### src/rtl/dmem_arbiter_if.sv
// rtl/dmem_arbiter_if.sv - CPU/DMA/memory bus bundle for the data-memory arbiter
interface dmem_arbiter_if #(
   parameter int XLEN = 32
);
   // CPU requester
   logic            cpu_req;
   logic            cpu_we;
   logic [XLEN-1:0] cpu_addr;
   logic [XLEN-1:0] cpu_wdata;
   logic [3:0]      cpu_be;
   logic            cpu_gnt;
   logic            cpu_stall;
   logic            cpu_rvalid;
   logic [XLEN-1:0] cpu_rdata;

   // DMA requester
   logic            dma_req;
   logic            dma_we;
   logic [XLEN-1:0] dma_addr;
   logic [XLEN-1:0] dma_wdata;
   logic [3:0]      dma_be;
   logic            dma_gnt;
   logic            dma_rvalid;
   logic [XLEN-1:0] dma_rdata;

   // Memory side
   logic            mem_en;
   logic            mem_we;
   logic [XLEN-1:0] mem_addr;
   logic [XLEN-1:0] mem_wdata;
   logic [3:0]      mem_be;
   logic [XLEN-1:0] mem_rdata;

   // Arbiter view
   modport slave (
      input  cpu_req, cpu_we, cpu_addr, cpu_wdata, cpu_be,
      output cpu_gnt, cpu_stall, cpu_rvalid, cpu_rdata,
      input  dma_req, dma_we, dma_addr, dma_wdata, dma_be,
      output dma_gnt, dma_rvalid, dma_rdata,
      output mem_en, mem_we, mem_addr, mem_wdata, mem_be,
      input  mem_rdata
   );

   // Requester/memory environment view
   modport master (
      output cpu_req, cpu_we, cpu_addr, cpu_wdata, cpu_be,
      input  cpu_gnt, cpu_stall, cpu_rvalid, cpu_rdata,
      output dma_req, dma_we, dma_addr, dma_wdata, dma_be,
      input  dma_gnt, dma_rvalid, dma_rdata,
      input  mem_en, mem_we, mem_addr, mem_wdata, mem_be,
      output mem_rdata
   );
endinterface

### src/rtl/dmem_arbiter.sv
// rtl/dmem_arbiter.sv - CPU/DMA data-memory arbiter; DMEM_ARB_RR_EN selects round-robin
module dmem_arbiter #(
   parameter int XLEN     = 32,
   parameter int MAX_WAIT = 8
) (
   input logic            clk,
   input logic            rst,
   dmem_arbiter_if.slave  bus
);
   localparam logic       PORT_CPU   = 1'b0;
   localparam logic       PORT_DMA   = 1'b1;
   localparam logic [7:0] MAX_WAIT_C = 8'(MAX_WAIT);

   logic [7:0]      wait_cnt;
   logic            last_gnt;
   logic            rd_valid;
   logic            rd_owner;

   logic            dma_wins;
   logic            cpu_gnt;
   logic            dma_gnt;
   logic            mem_we_int;
   logic [XLEN-1:0] sel_addr;
   logic [XLEN-1:0] sel_wdata;
   logic [3:0]      sel_be;
   logic            cpu_rvalid;
   logic            dma_rvalid;

   // Contention tie-break: who takes the slot when both ports request
   always_comb begin
`ifdef DMEM_ARB_RR_EN
      dma_wins = (last_gnt == PORT_CPU);
`else
      dma_wins = (wait_cnt == MAX_WAIT_C);
`endif
   end

   // Same-cycle grant; reset blocks every grant so pending requests re-arbitrate afterwards
   always_comb begin
      cpu_gnt = 1'b0;
      dma_gnt = 1'b0;
      if (!rst) begin
         cpu_gnt = bus.cpu_req && !(bus.dma_req && dma_wins);
         dma_gnt = bus.dma_req && (!bus.cpu_req || dma_wins);
      end
   end

   // Route the granted port onto the memory bus; idle bus is driven to zero
   always_comb begin
      mem_we_int = 1'b0;
      sel_addr   = '0;
      sel_wdata  = '0;
      sel_be     = 4'h0;
      if (cpu_gnt) begin
         mem_we_int = bus.cpu_we;
         sel_addr   = bus.cpu_addr;
         sel_wdata  = bus.cpu_wdata;
         sel_be     = bus.cpu_be;
      end else if (dma_gnt) begin
         mem_we_int = bus.dma_we;
         sel_addr   = bus.dma_addr;
         sel_wdata  = bus.dma_wdata;
         sel_be     = bus.dma_be;
      end
   end

   // Wait counter, last-grant record and one-deep read-owner register
   always_ff @(posedge clk) begin
      if (rst) begin
         wait_cnt <= 8'h00;
         last_gnt <= PORT_DMA;
         rd_valid <= 1'b0;
         rd_owner <= PORT_CPU;
      end else begin
`ifdef DMEM_ARB_RR_EN
         wait_cnt <= 8'h00;
`else
         if (!bus.dma_req || dma_gnt)
            wait_cnt <= 8'h00;
         else if (wait_cnt != MAX_WAIT_C)
            wait_cnt <= wait_cnt + 8'h01;
`endif
         if (cpu_gnt)
            last_gnt <= PORT_CPU;
         else if (dma_gnt)
            last_gnt <= PORT_DMA;
         rd_valid <= (cpu_gnt || dma_gnt) && !mem_we_int;
         rd_owner <= dma_gnt ? PORT_DMA : PORT_CPU;
      end
   end

   // Read response steering; a reset in the response cycle swallows it
   always_comb begin
      cpu_rvalid = rd_valid && (rd_owner == PORT_CPU) && !rst;
      dma_rvalid = rd_valid && (rd_owner == PORT_DMA) && !rst;
   end

   assign bus.cpu_gnt    = cpu_gnt;
   assign bus.dma_gnt    = dma_gnt;
   assign bus.cpu_stall  = bus.cpu_req && !cpu_gnt && !rst;
   assign bus.mem_en     = cpu_gnt || dma_gnt;
   assign bus.mem_we     = mem_we_int;
   assign bus.mem_addr   = sel_addr;
   assign bus.mem_wdata  = sel_wdata;
   assign bus.mem_be     = sel_be;
   assign bus.cpu_rvalid = cpu_rvalid;
   assign bus.dma_rvalid = dma_rvalid;
   assign bus.cpu_rdata  = cpu_rvalid ? bus.mem_rdata : '0;
   assign bus.dma_rdata  = dma_rvalid ? bus.mem_rdata : '0;
endmodule

### src/flat_wrapper.sv
// flat-port wrapper written by rule: the top's interface ports become plain ports
module dmem_arbiter_flat 
#(
   parameter int XLEN     = 32,
   parameter int MAX_WAIT = 8
)
  (clk, rst, bus_cpu_req, bus_cpu_we, bus_cpu_addr, bus_cpu_wdata, bus_cpu_be, bus_cpu_gnt, bus_cpu_stall, bus_cpu_rvalid, bus_cpu_rdata, bus_dma_req, bus_dma_we, bus_dma_addr, bus_dma_wdata, bus_dma_be, bus_dma_gnt, bus_dma_rvalid, bus_dma_rdata, bus_mem_en, bus_mem_we, bus_mem_addr, bus_mem_wdata, bus_mem_be, bus_mem_rdata);
  dmem_arbiter_if #(.XLEN(XLEN)) bus_i ();
  input logic clk;
  input logic rst;
  input wire logic [$bits(bus_i.cpu_req)-1:0] bus_cpu_req;
  input wire logic [$bits(bus_i.cpu_we)-1:0] bus_cpu_we;
  input wire logic [$bits(bus_i.cpu_addr)-1:0] bus_cpu_addr;
  input wire logic [$bits(bus_i.cpu_wdata)-1:0] bus_cpu_wdata;
  input wire logic [$bits(bus_i.cpu_be)-1:0] bus_cpu_be;
  output wire logic [$bits(bus_i.cpu_gnt)-1:0] bus_cpu_gnt;
  output wire logic [$bits(bus_i.cpu_stall)-1:0] bus_cpu_stall;
  output wire logic [$bits(bus_i.cpu_rvalid)-1:0] bus_cpu_rvalid;
  output wire logic [$bits(bus_i.cpu_rdata)-1:0] bus_cpu_rdata;
  input wire logic [$bits(bus_i.dma_req)-1:0] bus_dma_req;
  input wire logic [$bits(bus_i.dma_we)-1:0] bus_dma_we;
  input wire logic [$bits(bus_i.dma_addr)-1:0] bus_dma_addr;
  input wire logic [$bits(bus_i.dma_wdata)-1:0] bus_dma_wdata;
  input wire logic [$bits(bus_i.dma_be)-1:0] bus_dma_be;
  output wire logic [$bits(bus_i.dma_gnt)-1:0] bus_dma_gnt;
  output wire logic [$bits(bus_i.dma_rvalid)-1:0] bus_dma_rvalid;
  output wire logic [$bits(bus_i.dma_rdata)-1:0] bus_dma_rdata;
  output wire logic [$bits(bus_i.mem_en)-1:0] bus_mem_en;
  output wire logic [$bits(bus_i.mem_we)-1:0] bus_mem_we;
  output wire logic [$bits(bus_i.mem_addr)-1:0] bus_mem_addr;
  output wire logic [$bits(bus_i.mem_wdata)-1:0] bus_mem_wdata;
  output wire logic [$bits(bus_i.mem_be)-1:0] bus_mem_be;
  input wire logic [$bits(bus_i.mem_rdata)-1:0] bus_mem_rdata;
  assign bus_i.cpu_req = bus_cpu_req;
  assign bus_i.cpu_we = bus_cpu_we;
  assign bus_i.cpu_addr = bus_cpu_addr;
  assign bus_i.cpu_wdata = bus_cpu_wdata;
  assign bus_i.cpu_be = bus_cpu_be;
  assign bus_cpu_gnt = bus_i.cpu_gnt;
  assign bus_cpu_stall = bus_i.cpu_stall;
  assign bus_cpu_rvalid = bus_i.cpu_rvalid;
  assign bus_cpu_rdata = bus_i.cpu_rdata;
  assign bus_i.dma_req = bus_dma_req;
  assign bus_i.dma_we = bus_dma_we;
  assign bus_i.dma_addr = bus_dma_addr;
  assign bus_i.dma_wdata = bus_dma_wdata;
  assign bus_i.dma_be = bus_dma_be;
  assign bus_dma_gnt = bus_i.dma_gnt;
  assign bus_dma_rvalid = bus_i.dma_rvalid;
  assign bus_dma_rdata = bus_i.dma_rdata;
  assign bus_mem_en = bus_i.mem_en;
  assign bus_mem_we = bus_i.mem_we;
  assign bus_mem_addr = bus_i.mem_addr;
  assign bus_mem_wdata = bus_i.mem_wdata;
  assign bus_mem_be = bus_i.mem_be;
  assign bus_i.mem_rdata = bus_mem_rdata;
  dmem_arbiter #(.XLEN(XLEN), .MAX_WAIT(MAX_WAIT)) u_core (.clk(clk), .rst(rst), .bus(bus_i));
endmodule
### config.mk
export PLATFORM = sky130hd
export DESIGN_NAME = dmem_arbiter_flat
export DESIGN_NICKNAME = d
export VERILOG_FILES = /design/src/rtl/dmem_arbiter_if.sv /design/src/rtl/dmem_arbiter.sv /design/src/flat_wrapper.sv
export SDC_FILE = /design/constraint.sdc
export NUM_CORES = 1
export LEC_CHECK = 0
export BUFFER_PORTS_ARGS = -buffer_cell sky130_fd_sc_hd__buf_4
export CORE_AREA = 2 2 121 123
export DETAILED_ROUTE_END_ITERATION = 10
export DIE_AREA = 0 0 123 125
export GPL_ROUTABILITY_DRIVEN = 0
export PLACE_DENSITY_LB_ADDON = 0.2
export REMOVE_ABC_BUFFERS = 1
export SLEW_MARGIN = 40
export SYNTH_ARGS = -nofsm -noshare
export SYNTH_HDL_FRONTEND = slang
export SYNTH_SLANG_ARGS = --single-unit
### constraint.sdc
create_clock -name clk -period 3.2 [get_ports clk]
set_input_delay 0.64 -clock clk [delete_from_list [all_inputs] [get_ports clk]]
set_output_delay 0.64 -clock clk [all_outputs]
set_load 0.05 [all_outputs]
==> results.sh <==
export IMPL_setup_violations=0
export IMPL_cp_data_arrival_time_ps=2420
export IMPL_rows=44
export IMPL_postSynthRegisterBits=10
export IMPL_synth_cell_type_count=32
export IMPL_grt_setup_unrepaired="false"
export IMPL_route_met3_wl_um=1210
export IMPL_height_of_the_die_um=125
export IMPL_worst_slew_pin_transition_ps=371
export IMPL_met2_length_um=6410
export IMPL_post_route_cells_drive_above_1_share_pct=64.1
export IMPL_final_critical_path_setup_slack_ps=141
export IMPL_wl_per_cell_um=17.2
export IMPL_post_dp_hpwl_um=9780
export IMPL_highest_layer="met4"
export IMPL_synth_top_area_share_pct=38.2
export IMPL_cts_sinks=10
export IMPL_finish_utilization_pct=31.0
export IMPL_floorplan_die_area_um2=15400
export IMPL_initial_core_util_pct=12.5
export IMPL_worst_setup_hold_path_clk_slew_ps=40
export IMPL_wl_met1_um=4270
export IMPL_worst_hold_slack_ps=493
export IMPL_hold_viol_final=0
export IMPL_cp_max_fo=29
export IMPL_p_per_area_nw_per_um2=238
export IMPL_end_kind="output pin"
export IMPL_finish_net_count=693
export IMPL_syn_area_per_cell_um2=8.03
export IMPL_status="completed"
export IMPL_maximum_number_of_pins_on_one_net_before_global_route_repair=70
export IMPL_syn2layout_area_growth_pct=147
export IMPL_min_period_ps=3060
export IMPL_io_pin_count=313
export IMPL_cp_required_ps=2560
export IMPL_first_global_vias=2968
export IMPL_dieWidth_um=123
export IMPL_maxSlewHeadroom_pct=75.2
export IMPL_ys_warnings=0
export IMPL_static_leakage_nw=2.20
export IMPL_netlist_top_cell_by_area="sky130_fd_sc_hd__a32o_1"
export IMPL_seq_total_area_yosys_pct=11.2
export IMPL_num_antenna_cells=0
export IMPL_netlist_top_cells_area="sky130_fd_sc_hd__a32o_1, sky130_fd_sc_hd__and2_1, sky130_fd_sc_hd__dfxtp_1"
export IMPL_core_area_um2=14200
export IMPL_ant_nets=0
export IMPL_critPathKind="reg -> out"
export IMPL_clock_latency_ps=230
export IMPL_hold_start="u_core.wait_cnt[0]$_SDFFE_PP0P_"
export IMPL_reg2reg_slack_ps=1200
export IMPL_layout_cells_most_common_list="sky130_fd_sc_hd__buf_4, sky130_fd_sc_hd__a32o_1, sky130_fd_sc_hd__and2_1"
export IMPL_global_route_wire_length_before_repair_um=16500
export IMPL_timing_hold_worst_path_depth=1
export IMPL_grt_overflow=0
export IMPL_layout_cells_most_common="sky130_fd_sc_hd__buf_4"
export IMPL_number_of_antenna_violations_at_the_first_check_in_global_routing=0
export IMPL_detail_route_iter0_violations=128
export IMPL_fin_worst_skew_ps=2.31
export IMPL_cts_root_buf="sky130_fd_sc_hd__clkbuf_16"
export IMPL_via_count=3076
export IMPL_fmax_ghz=0.327
export IMPL_hold_path_end="u_core.wait_cnt[0]$_SDFFE_PP0P_"
export IMPL_viasPerCell=4.40
export IMPL_fin_crit_sh_pct=95.6
export IMPL_preCtsSetupSlack_ps=315
export IMPL_netlist_area_um2=1780
export IMPL_cts_htree_levels=1
export IMPL_grt_util_all_layers_pct=13.8
export IMPL_reg2reg_from="u_core.wait_cnt[0]$_SDFFE_PP0P_"
export IMPL_drcViolationCount=0
export IMPL_worstRegToRegCells=7
export IMPL_cts_inserted_buffers=3
export IMPL_timing_max_transition_violations_final=0
export IMPL_startpoint_type="flop"
export IMPL_drtPass1Iterations=4
export IMPL_r2r_end="u_core.rd_valid$_SDFF_PP0_"
export IMPL_cap_violations=0
export IMPL_design_area_um2=4400
export IMPL_hold_path_class="reg -> reg"
export IMPL_syn_instance_count=222
export IMPL_fin_total_pwr_mw=1.05
export IMPL_place_port_buffers=312
export IMPL_wirelength_um=12000
export IMPL_clock_tree_from_tritoncts="built"
export IMPL_cts_resized=0
export IMPL_post_dp_cell_area_um2=4280
export IMPL_vdd_drop_max_uv=167
export IMPL_clockBufferDepth=2
where the power goes:
group,leakage (nW),internal (mW),switching [mW]
sequential,0.0812,0.127,0.00167
clock,0.0370,0.162,0.0553
combinational,2.09,0.289,0.410
total,2.20,0.579,0.467
worst max-delay path: stages, from the launching register on:
cell and delay (ps):
sky130_fd_sc_hd__dfxtp_1 350, sky130_fd_sc_hd__inv_1 70, sky130_fd_sc_hd__ha_1 130, sky130_fd_sc_hd__or4b_1 570
sky130_fd_sc_hd__o31ai_4 260, sky130_fd_sc_hd__buf_12 160, sky130_fd_sc_hd__buf_12 170, sky130_fd_sc_hd__a32o_1 230
sky130_fd_sc_hd__buf_4 220
cells in the mapped netlist (all sizes together):
master / number
o211a: 1
nor2: 6
nand2: 2
a21oi: 3
buf: 11
nand4: 1
o311ai: 1
nand2b: 1
or4bb: 1
nor3b: 1
ha: 2
a311oi: 1
a32o: 68
nor2b: 2
o31ai: 1
a31o: 1
clkbuf: 20
nor4: 1
nand3: 4
or2: 1
or3: 3
inv: 5
and2: 66
or4b: 1
xor2: 2
o21ai: 3
and3b: 1
o21a: 1
xnor2: 1
dfxtp: 10
cells by family after synthesis:
| group | after synthesis | synth area share (%) |
|---|---|---|
| buffers and inverters | 36 | 11.1 |
| XOR/XNOR | 3 | 1.47 |
| adder cells (fa/ha/maj) | 2 | 1.40 |
| flip-flops | 10 | 11.2 |
| AND/OR/NAND/NOR | 91 | 31.3 |
| AO/OA/AOI/OAI | 80 | 43.5 |
sequential cells by signal, indices dropped and copies added (netlist names):
register / flops
u_core.wait_cnt: 8
u_core.rd_valid: 1
u_core.rd_owner: 1
metrics by stage:
step                      TNS, ps  instances
after global placement          0        694
after floorplan           -109980        191
final                           0        699
after detailed placement        0        694
after global routing            0        699
after CTS                       0        697
layout make-up:
class,instances,area (um2)
fillers,1533,9800
repair buffers,321,2480
multi-input cells,176,1400
inverters,5,18.8
well taps,184,230
flip-flops and latches,10,200
clock buffers,3,75.1
how the worst max path moves through the flow:
stage	from	endpoint	slack, ps	depth (start not counted)
2_1_floorplan	rst	bus_mem_addr[0]	-1140	2
3_3_place_gp	u_core.wait_cnt[0]$_SDFFE_PP0P_	bus_mem_addr[6]	370	7
4_1_cts	u_core.wait_cnt[0]$_SDFFE_PP0P_	bus_mem_addr[4]	50	7
3_5_place_dp	u_core.wait_cnt[0]$_SDFFE_PP0P_	bus_mem_addr[4]	320	7
5_1_grt	u_core.wait_cnt[0]$_SDFFE_PP0P_	bus_mem_addr[4]	40	8
6_report	u_core.wait_cnt[0]$_SDFFE_PP0P_	bus_mem_addr[4]	140	8
repair_timing:
| action | in CTS | in global routing |
|---|---|---|
| hold buffers | 0 | 0 |
| setup buffers | 0 | 1 |
| endpoints found under the setup margin | 0 | 9 |
layer usage:
| metal | global-route usage [%] | vias up |
|---|---|---|
| li1 | - | 1462 |
| met2 | 27.1 | 210 |
| met3 | 2.69 | 6 |
| met1 | 15.1 | 1398 |
| met4 | 2.21 | 0 |
| met5 | 0 | - |
(Power assumes the default switching activity.)
